<file path="src/rtl/data_split_if.sv">
// data_split_if: producer/consumer bundle for the data_split nibble/byte unpacker.
//   start         : block enable
//   data_in       : byte to split, qualified by data_in_valid, accepted with data_in_ready
//   rd_en         : consumer requests one unit this cycle
//   byte_mode     : request width, 1 = byte (two nibbles), 0 = single nibble
//   data_o        : registered output unit, nibble appears as {4'h0, nibble}
//   data_en       : registered qualifier for data_o
//   underrun      : registered unavailable-request pulse (only with DATA_SPLIT_UNDERRUN_EN)
// master drives the requests, slave is the unpacker.
interface data_split_if;
  logic       start;
  logic [7:0] data_in;
  logic       data_in_valid;
  logic       data_in_ready;
  logic       rd_en;
  logic       byte_mode;
  logic [7:0] data_o;
  logic       data_en;
`ifdef DATA_SPLIT_UNDERRUN_EN
  logic       underrun;

  modport master (
    output start, data_in, data_in_valid, rd_en, byte_mode,
    input  data_in_ready, data_o, data_en, underrun
  );

  modport slave (
    input  start, data_in, data_in_valid, rd_en, byte_mode,
    output data_in_ready, data_o, data_en, underrun
  );
`else
  modport master (
    output start, data_in, data_in_valid, rd_en, byte_mode,
    input  data_in_ready, data_o, data_en
  );

  modport slave (
    input  start, data_in, data_in_valid, rd_en, byte_mode,
    output data_in_ready, data_o, data_en
  );
`endif
endinterface

</file>
<file path="src/rtl/data_split.sv">
// data_split: nibble/byte unpacker. Bytes are pushed MSB nibble first into a
// nibble-granular circular buffer; the consumer drains one byte or one nibble
// per cycle, so re-packing the output stream reproduces the input bytes.
// Ports:
//   clk     : clock, rising edge
//   reset_n : synchronous active-low reset
//   bus     : data_split_if.slave (start, data_in/valid/ready, rd_en, byte_mode,
//             data_o, data_en, optional underrun)
// Optional feature: define DATA_SPLIT_UNDERRUN_EN to add the underrun pulse.
// DEPTH is the buffer capacity in nibbles (even, >= 4).
module data_split #(
  parameter int unsigned DEPTH = 8
) (
  input  logic         clk,
  input  logic         reset_n,
  data_split_if.slave  bus
);

  localparam int unsigned CNT_W = $clog2(DEPTH + 1);
  localparam int unsigned PTR_W = $clog2(DEPTH);

  logic [3:0]       mem_q [DEPTH];
  logic [PTR_W-1:0] wr_ptr_q, wr_ptr_d;
  logic [PTR_W-1:0] rd_ptr_q, rd_ptr_d;
  logic [CNT_W-1:0] count_q, count_d;
  logic [7:0]       data_q, data_d;
  logic             en_q, en_d;
`ifdef DATA_SPLIT_UNDERRUN_EN
  logic             un_q, un_d;
`endif

  logic             push_c;
  logic             pop_byte_c;
  logic             pop_nib_c;
  logic [PTR_W-1:0] rd_next_c;
  logic [PTR_W-1:0] wr_next_c;

  // Pointer advance modulo DEPTH (DEPTH need not be a power of two).
  function automatic logic [PTR_W-1:0] ptr_add(input logic [PTR_W-1:0] p,
                                               input int unsigned n);
    int unsigned s;
    s = 32'(p) + n;
    if (s >= DEPTH) s = s - DEPTH;
    return PTR_W'(s);
  endfunction

  // Ready ignores the same-cycle pop so the accept path stays shallow.
  assign bus.data_in_ready = reset_n & bus.start & (count_q <= CNT_W'(DEPTH - 2));
  assign push_c            = bus.data_in_valid & bus.data_in_ready;
  assign rd_next_c         = ptr_add(rd_ptr_q, 1);
  assign wr_next_c         = ptr_add(wr_ptr_q, 1);

  // Pop decisions use the pre-push count; a byte never pops a lone nibble.
  assign pop_byte_c = bus.start & bus.rd_en &  bus.byte_mode & (count_q >= CNT_W'(2));
  assign pop_nib_c  = bus.start & bus.rd_en & ~bus.byte_mode & (count_q >= CNT_W'(1));

  // Next-state logic for pointers, count and output registers.
  always_comb begin
    wr_ptr_d = wr_ptr_q;
    rd_ptr_d = rd_ptr_q;
    count_d  = count_q;
    data_d   = 8'h00;
    en_d     = 1'b0;
`ifdef DATA_SPLIT_UNDERRUN_EN
    un_d     = 1'b0;
`endif

    if (pop_byte_c) begin
      data_d   = {mem_q[rd_ptr_q], mem_q[rd_next_c]};
      en_d     = 1'b1;
      rd_ptr_d = ptr_add(rd_ptr_q, 2);
      count_d  = count_d - CNT_W'(2);
    end else if (pop_nib_c) begin
      data_d   = {4'h0, mem_q[rd_ptr_q]};
      en_d     = 1'b1;
      rd_ptr_d = rd_next_c;
      count_d  = count_d - CNT_W'(1);
    end else begin
`ifdef DATA_SPLIT_UNDERRUN_EN
      un_d = bus.start & bus.rd_en;
`endif
    end

    if (push_c) begin
      wr_ptr_d = ptr_add(wr_ptr_q, 2);
      count_d  = count_d + CNT_W'(2);
    end
  end

  // Control and output registers with synchronous reset.
  always_ff @(posedge clk) begin
    if (!reset_n) begin
      wr_ptr_q <= '0;
      rd_ptr_q <= '0;
      count_q  <= '0;
      data_q   <= 8'h00;
      en_q     <= 1'b0;
`ifdef DATA_SPLIT_UNDERRUN_EN
      un_q     <= 1'b0;
`endif
    end else begin
      wr_ptr_q <= wr_ptr_d;
      rd_ptr_q <= rd_ptr_d;
      count_q  <= count_d;
      data_q   <= data_d;
      en_q     <= en_d;
`ifdef DATA_SPLIT_UNDERRUN_EN
      un_q     <= un_d;
`endif
    end
  end

  // Nibble storage; high nibble lands first so it is read out first.
  always_ff @(posedge clk) begin
    if (push_c) begin
      mem_q[wr_ptr_q]  <= bus.data_in[7:4];
      mem_q[wr_next_c] <= bus.data_in[3:0];
    end
  end

  assign bus.data_o  = data_q;
  assign bus.data_en = en_q;
`ifdef DATA_SPLIT_UNDERRUN_EN
  assign bus.underrun = un_q;
`endif

endmodule

</file>
<file path="src/flat_wrapper.sv">
// flat-port wrapper written by rule: the top's interface ports become plain ports
module data_split_flat 
#(
  parameter int unsigned DEPTH = 8
)
  (clk, reset_n, bus_start, bus_data_in, bus_data_in_valid, bus_rd_en, bus_byte_mode, bus_data_in_ready, bus_data_o, bus_data_en);
  data_split_if bus_i ();
  input  logic clk;
  input  logic reset_n;
  input wire logic [$bits(bus_i.start)-1:0] bus_start;
  input wire logic [$bits(bus_i.data_in)-1:0] bus_data_in;
  input wire logic [$bits(bus_i.data_in_valid)-1:0] bus_data_in_valid;
  input wire logic [$bits(bus_i.rd_en)-1:0] bus_rd_en;
  input wire logic [$bits(bus_i.byte_mode)-1:0] bus_byte_mode;
  output wire logic [$bits(bus_i.data_in_ready)-1:0] bus_data_in_ready;
  output wire logic [$bits(bus_i.data_o)-1:0] bus_data_o;
  output wire logic [$bits(bus_i.data_en)-1:0] bus_data_en;
  assign bus_i.start = bus_start;
  assign bus_i.data_in = bus_data_in;
  assign bus_i.data_in_valid = bus_data_in_valid;
  assign bus_i.rd_en = bus_rd_en;
  assign bus_i.byte_mode = bus_byte_mode;
  assign bus_data_in_ready = bus_i.data_in_ready;
  assign bus_data_o = bus_i.data_o;
  assign bus_data_en = bus_i.data_en;
  data_split #(.DEPTH(DEPTH)) u_core (.clk(clk), .reset_n(reset_n), .bus(bus_i));
endmodule
</file>
<file path="config.mk">
export PLATFORM = sky130hd
export DESIGN_NAME = data_split_flat
export DESIGN_NICKNAME = d
export VERILOG_FILES = /design/src/rtl/data_split_if.sv /design/src/rtl/data_split.sv /design/src/flat_wrapper.sv
export SDC_FILE = /design/constraint.sdc
export NUM_CORES = 1
export LEC_CHECK = 0
export CAP_MARGIN = 20
export CORE_AREA = 3 3 78 80
export DETAILED_ROUTE_END_ITERATION = 6
export DIE_AREA = 0 0 81 83
export GPL_TIMING_DRIVEN = 0
export PLACE_DENSITY_LB_ADDON = 0.2
export SYNTH_ARGS = -nofsm -noshare
export SYNTH_HDL_FRONTEND = slang
export SYNTH_SLANG_ARGS = --single-unit
</file>
<file path="constraint.sdc">
create_clock -name clk -period 2.2 [get_ports clk]
set_input_delay 0.22 -clock clk [delete_from_list [all_inputs] [get_ports clk]]
set_output_delay 0.22 -clock clk [all_outputs]
set_load 0.01 [all_outputs]
</file>
==> impl_metrics.env <==
export IMPL_design_core_area_um2=5470
export IMPL_fillers=447
export IMPL_yosysMostFrequentCell="edfxtp_1"
export IMPL_synth_cell_types=39
export IMPL_cts_sinks=53
export IMPL_grt_pass1_wl_um=8200
export IMPL_routedWlPerCell_um=17.5
export IMPL_firstDrtPassIters=4
export IMPL_via_per_inst=5.46
export IMPL_clk_latency_ns=0.30
export IMPL_fin_util=0.559
export IMPL_yosys_top_cells_area="edfxtp_1 39%, dfxtp_1 17%, mux4_2 15%"
export IMPL_outcome="complete, but fails checks"
export IMPL_cts_tree="built"
export IMPL_placedCellCount=261
export IMPL_max_slew_margin=0.600
export IMPL_fin_skew_ns=0.00717
export IMPL_finalSetupViolations=1
export IMPL_antenna_found_initial=0
export IMPL_violations="setup timing"
export IMPL_path_clk_slew_ns=0.09
export IMPL_cts_hold_buf=0
export IMPL_min_period_ns=2.21
export IMPL_p_per_area_nw_per_um2=815
export IMPL_synth_avg_cell_area_um2=14.8
export IMPL_rsz0062_at_grt="true"
export IMPL_drt_iter0_drc=117
export IMPL_synth_seq_area_share=0.561
export IMPL_synthCells=167
export IMPL_synth_top_area_frac=0.390
export IMPL_die_height_um=83
export IMPL_gp_congestion=0.798
export IMPL_grt_max_degree=16
export IMPL_hold_violations=0
export IMPL_chipWidth_um=81
export IMPL_hold_path_class="in -> reg"
export IMPL_setup_slack_ns=-0.0122
export IMPL_wirelength_um=4920
export IMPL_cp_data_arrival_time_ns=2.45
export IMPL_synth_top_area_cell="edfxtp_1"
export IMPL_crit_family="compound AO/OA/AOI/OAI gates"
export IMPL_drive_gt1_frac=0.287
export IMPL_cp_required_ns=2.43
export IMPL_synth_edff_count=32
export IMPL_period_share=1.01
export IMPL_timing_fmax_mhz=452
export IMPL_worst_path_max_delay_cell="o41a_1"
export IMPL_leakagePower_nw=1.08
export IMPL_max_slew_worst_pin_slew_ns=0.598
export IMPL_num_vias=1533
export IMPL_hold_slack_ns=0.242
export IMPL_root_buffer="clkbuf_8"
export IMPL_dpl_hpwl_um=3430
export IMPL_yosysWarnings=0
export IMPL_crit_fanout=5
export IMPL_async_reset_ff_frac=0
export IMPL_nNetsFinal=234
export IMPL_syn_area_um2=2460
export IMPL_pre_cts_ws_ns=-0.250
export IMPL_ys_seq_elements=53
export IMPL_cp_cell_sequence="buf_6 -> ha_2 -> nor2b_4 -> o41a_1 -> a21oi_2 -> nor2_1 -> ha_2 -> a41o_2 -> or2_0 -> mux2i_1"
export IMPL_num_rows=27
export IMPL_synth_ff_type="edfxtp_1"
export IMPL_end_kind="register"
export IMPL_grt_pass1_vias=1625
export IMPL_crit_type="reg -> reg"
export IMPL_finalMaxSlewViolations=0
export IMPL_cpPeakStageDelay_ns=0.42
export IMPL_cts_max_path_buffers=2
export IMPL_place_port_buffers=22
export IMPL_synth_top_cells_by_count="32 x edfxtp_1, 21 x dfxtp_1, 16 x mux4_2"
export IMPL_cts_inserted_buffers=5
export IMPL_ant_nets=0
export IMPL_drv_cap=0
export IMPL_cpMostUsedCell="ha_2"
export IMPL_grt_usage=0.162
export IMPL_io_pins=24
export IMPL_fin_cells=281
export IMPL_worstPathBufferInverterCount=1
export IMPL_syn_nets=193
export IMPL_overflow=0
export IMPL_die_area_um2=6720
export IMPL_h_tree_depth=2
export IMPL_crit_path_start_kind="register"
export IMPL_start_util=0.450
export IMPL_syn2layout_area_growth_pct=24.2
export IMPL_n_antenna_cell=0
export IMPL_irDropWorstVdd_mv=0.497
export IMPL_drc=0
## power by group
part           internal, mW  switching [mW]
clock network         0.371           0.299
registers              1.11          0.0392
logic                 0.369           0.307
## layout by cell type, fill, tap and decap left out, drive strengths merged, types with 6 or more instances in the layout
cell	count
clkbuf	9
mux2i	12
and2	6
buf	17
clkdlybuf4s50	21
nand2	10
inv	6
nor2	10
edfxtp	32
ha	12
mux4	16
dfxtp	21
## cells by family (layout without fill, tap and decap cells)
group | after synthesis | in the layout | synth area share
fa+ha+maj | 12 | 12 | 0.0609
flops | 53 | 53 | 0.561
simple gates | 40 | 40 | 0.0945
mux | 28 | 28 | 0.195
xor+xnor | 4 | 4 | 0.0142
compound gates | 17 | 17 | 0.0533
buf+inv | 13 | 55 | 0.0213
## final timing paths
check	depth (start not counted)	from	slack, ns	to
worst max-delay path	10	u_core.count_q[1]$_SDFF_PN0_	-0.01	u_core.count_q[3]$_SDFF_PN0_
worst min register to register	2	u_core.rd_ptr_q[2]$_SDFFE_PN0N_	0.52	u_core.rd_ptr_q[2]$_SDFFE_PN0N_
worst max register to register	10	u_core.count_q[1]$_SDFF_PN0_	-0.01	u_core.count_q[3]$_SDFF_PN0_
worst min-delay path	2	reset_n	0.24	register
## per-stage QoR
stage	TNS [ns]	power (mW)	instance area, um2
finish	-0.0122	2.49	3060
global route	-0.130	2.62	3060
detailed placement	-2.98	1.68	2780
global placement	-1.07	1.65	2780
CTS	0	2.46	3020
floorplan	0	1.54	2470
## flip-flops by register name (all words and copies together), names as in the netlist, named ones only
name                count
u_core.wr_ptr_q         2
u_core.count_q          4
u_core.rd_ptr_q         3
u_core.mem_q           32
u_core.bus.data_o       8
u_core.bus.data_en      1
## area by class of cell
type	count	area (um2)	share of cell area
Inverter	6	27.5	0.00899
Multi-Input combinational cell	101	1090	0.355
Clock buffer	7	86.3	0.0282
Sequential cell	53	1390	0.455
Clock inverter	1	30.0	0.00981
Tap cell	72	90.1	0.0294
Buffer	7	30.0	0.00981
Timing Repair Buffer	34	317	0.103
## timing repair
item | CTS | global route
setup endpoints to repair | 1 | 34
gates resized for setup | 14 | 10
setup buffers | 11 | 1
cloned | 0 | 0
pin swaps | 6 | 6
## metal layers
| layer | vias to the layer above | global-route usage | wire [um] | part of all wire |
|---|---|---|---|---|
| li1 | 719 | - | - | - |
| met1 | 761 | 0.188 | 1930 | 0.39 |
| met2 | 47 | 0.291 | 2690 | 0.55 |
| met3 | 6 | 0.0380 | 236 | 0.048 |
| met4 | 0 | 0.0461 | 59 | 0.012 |
| met5 | - | 0 | 0 | 0 |
No activity file was read; power rests on OpenSTA's default activity.
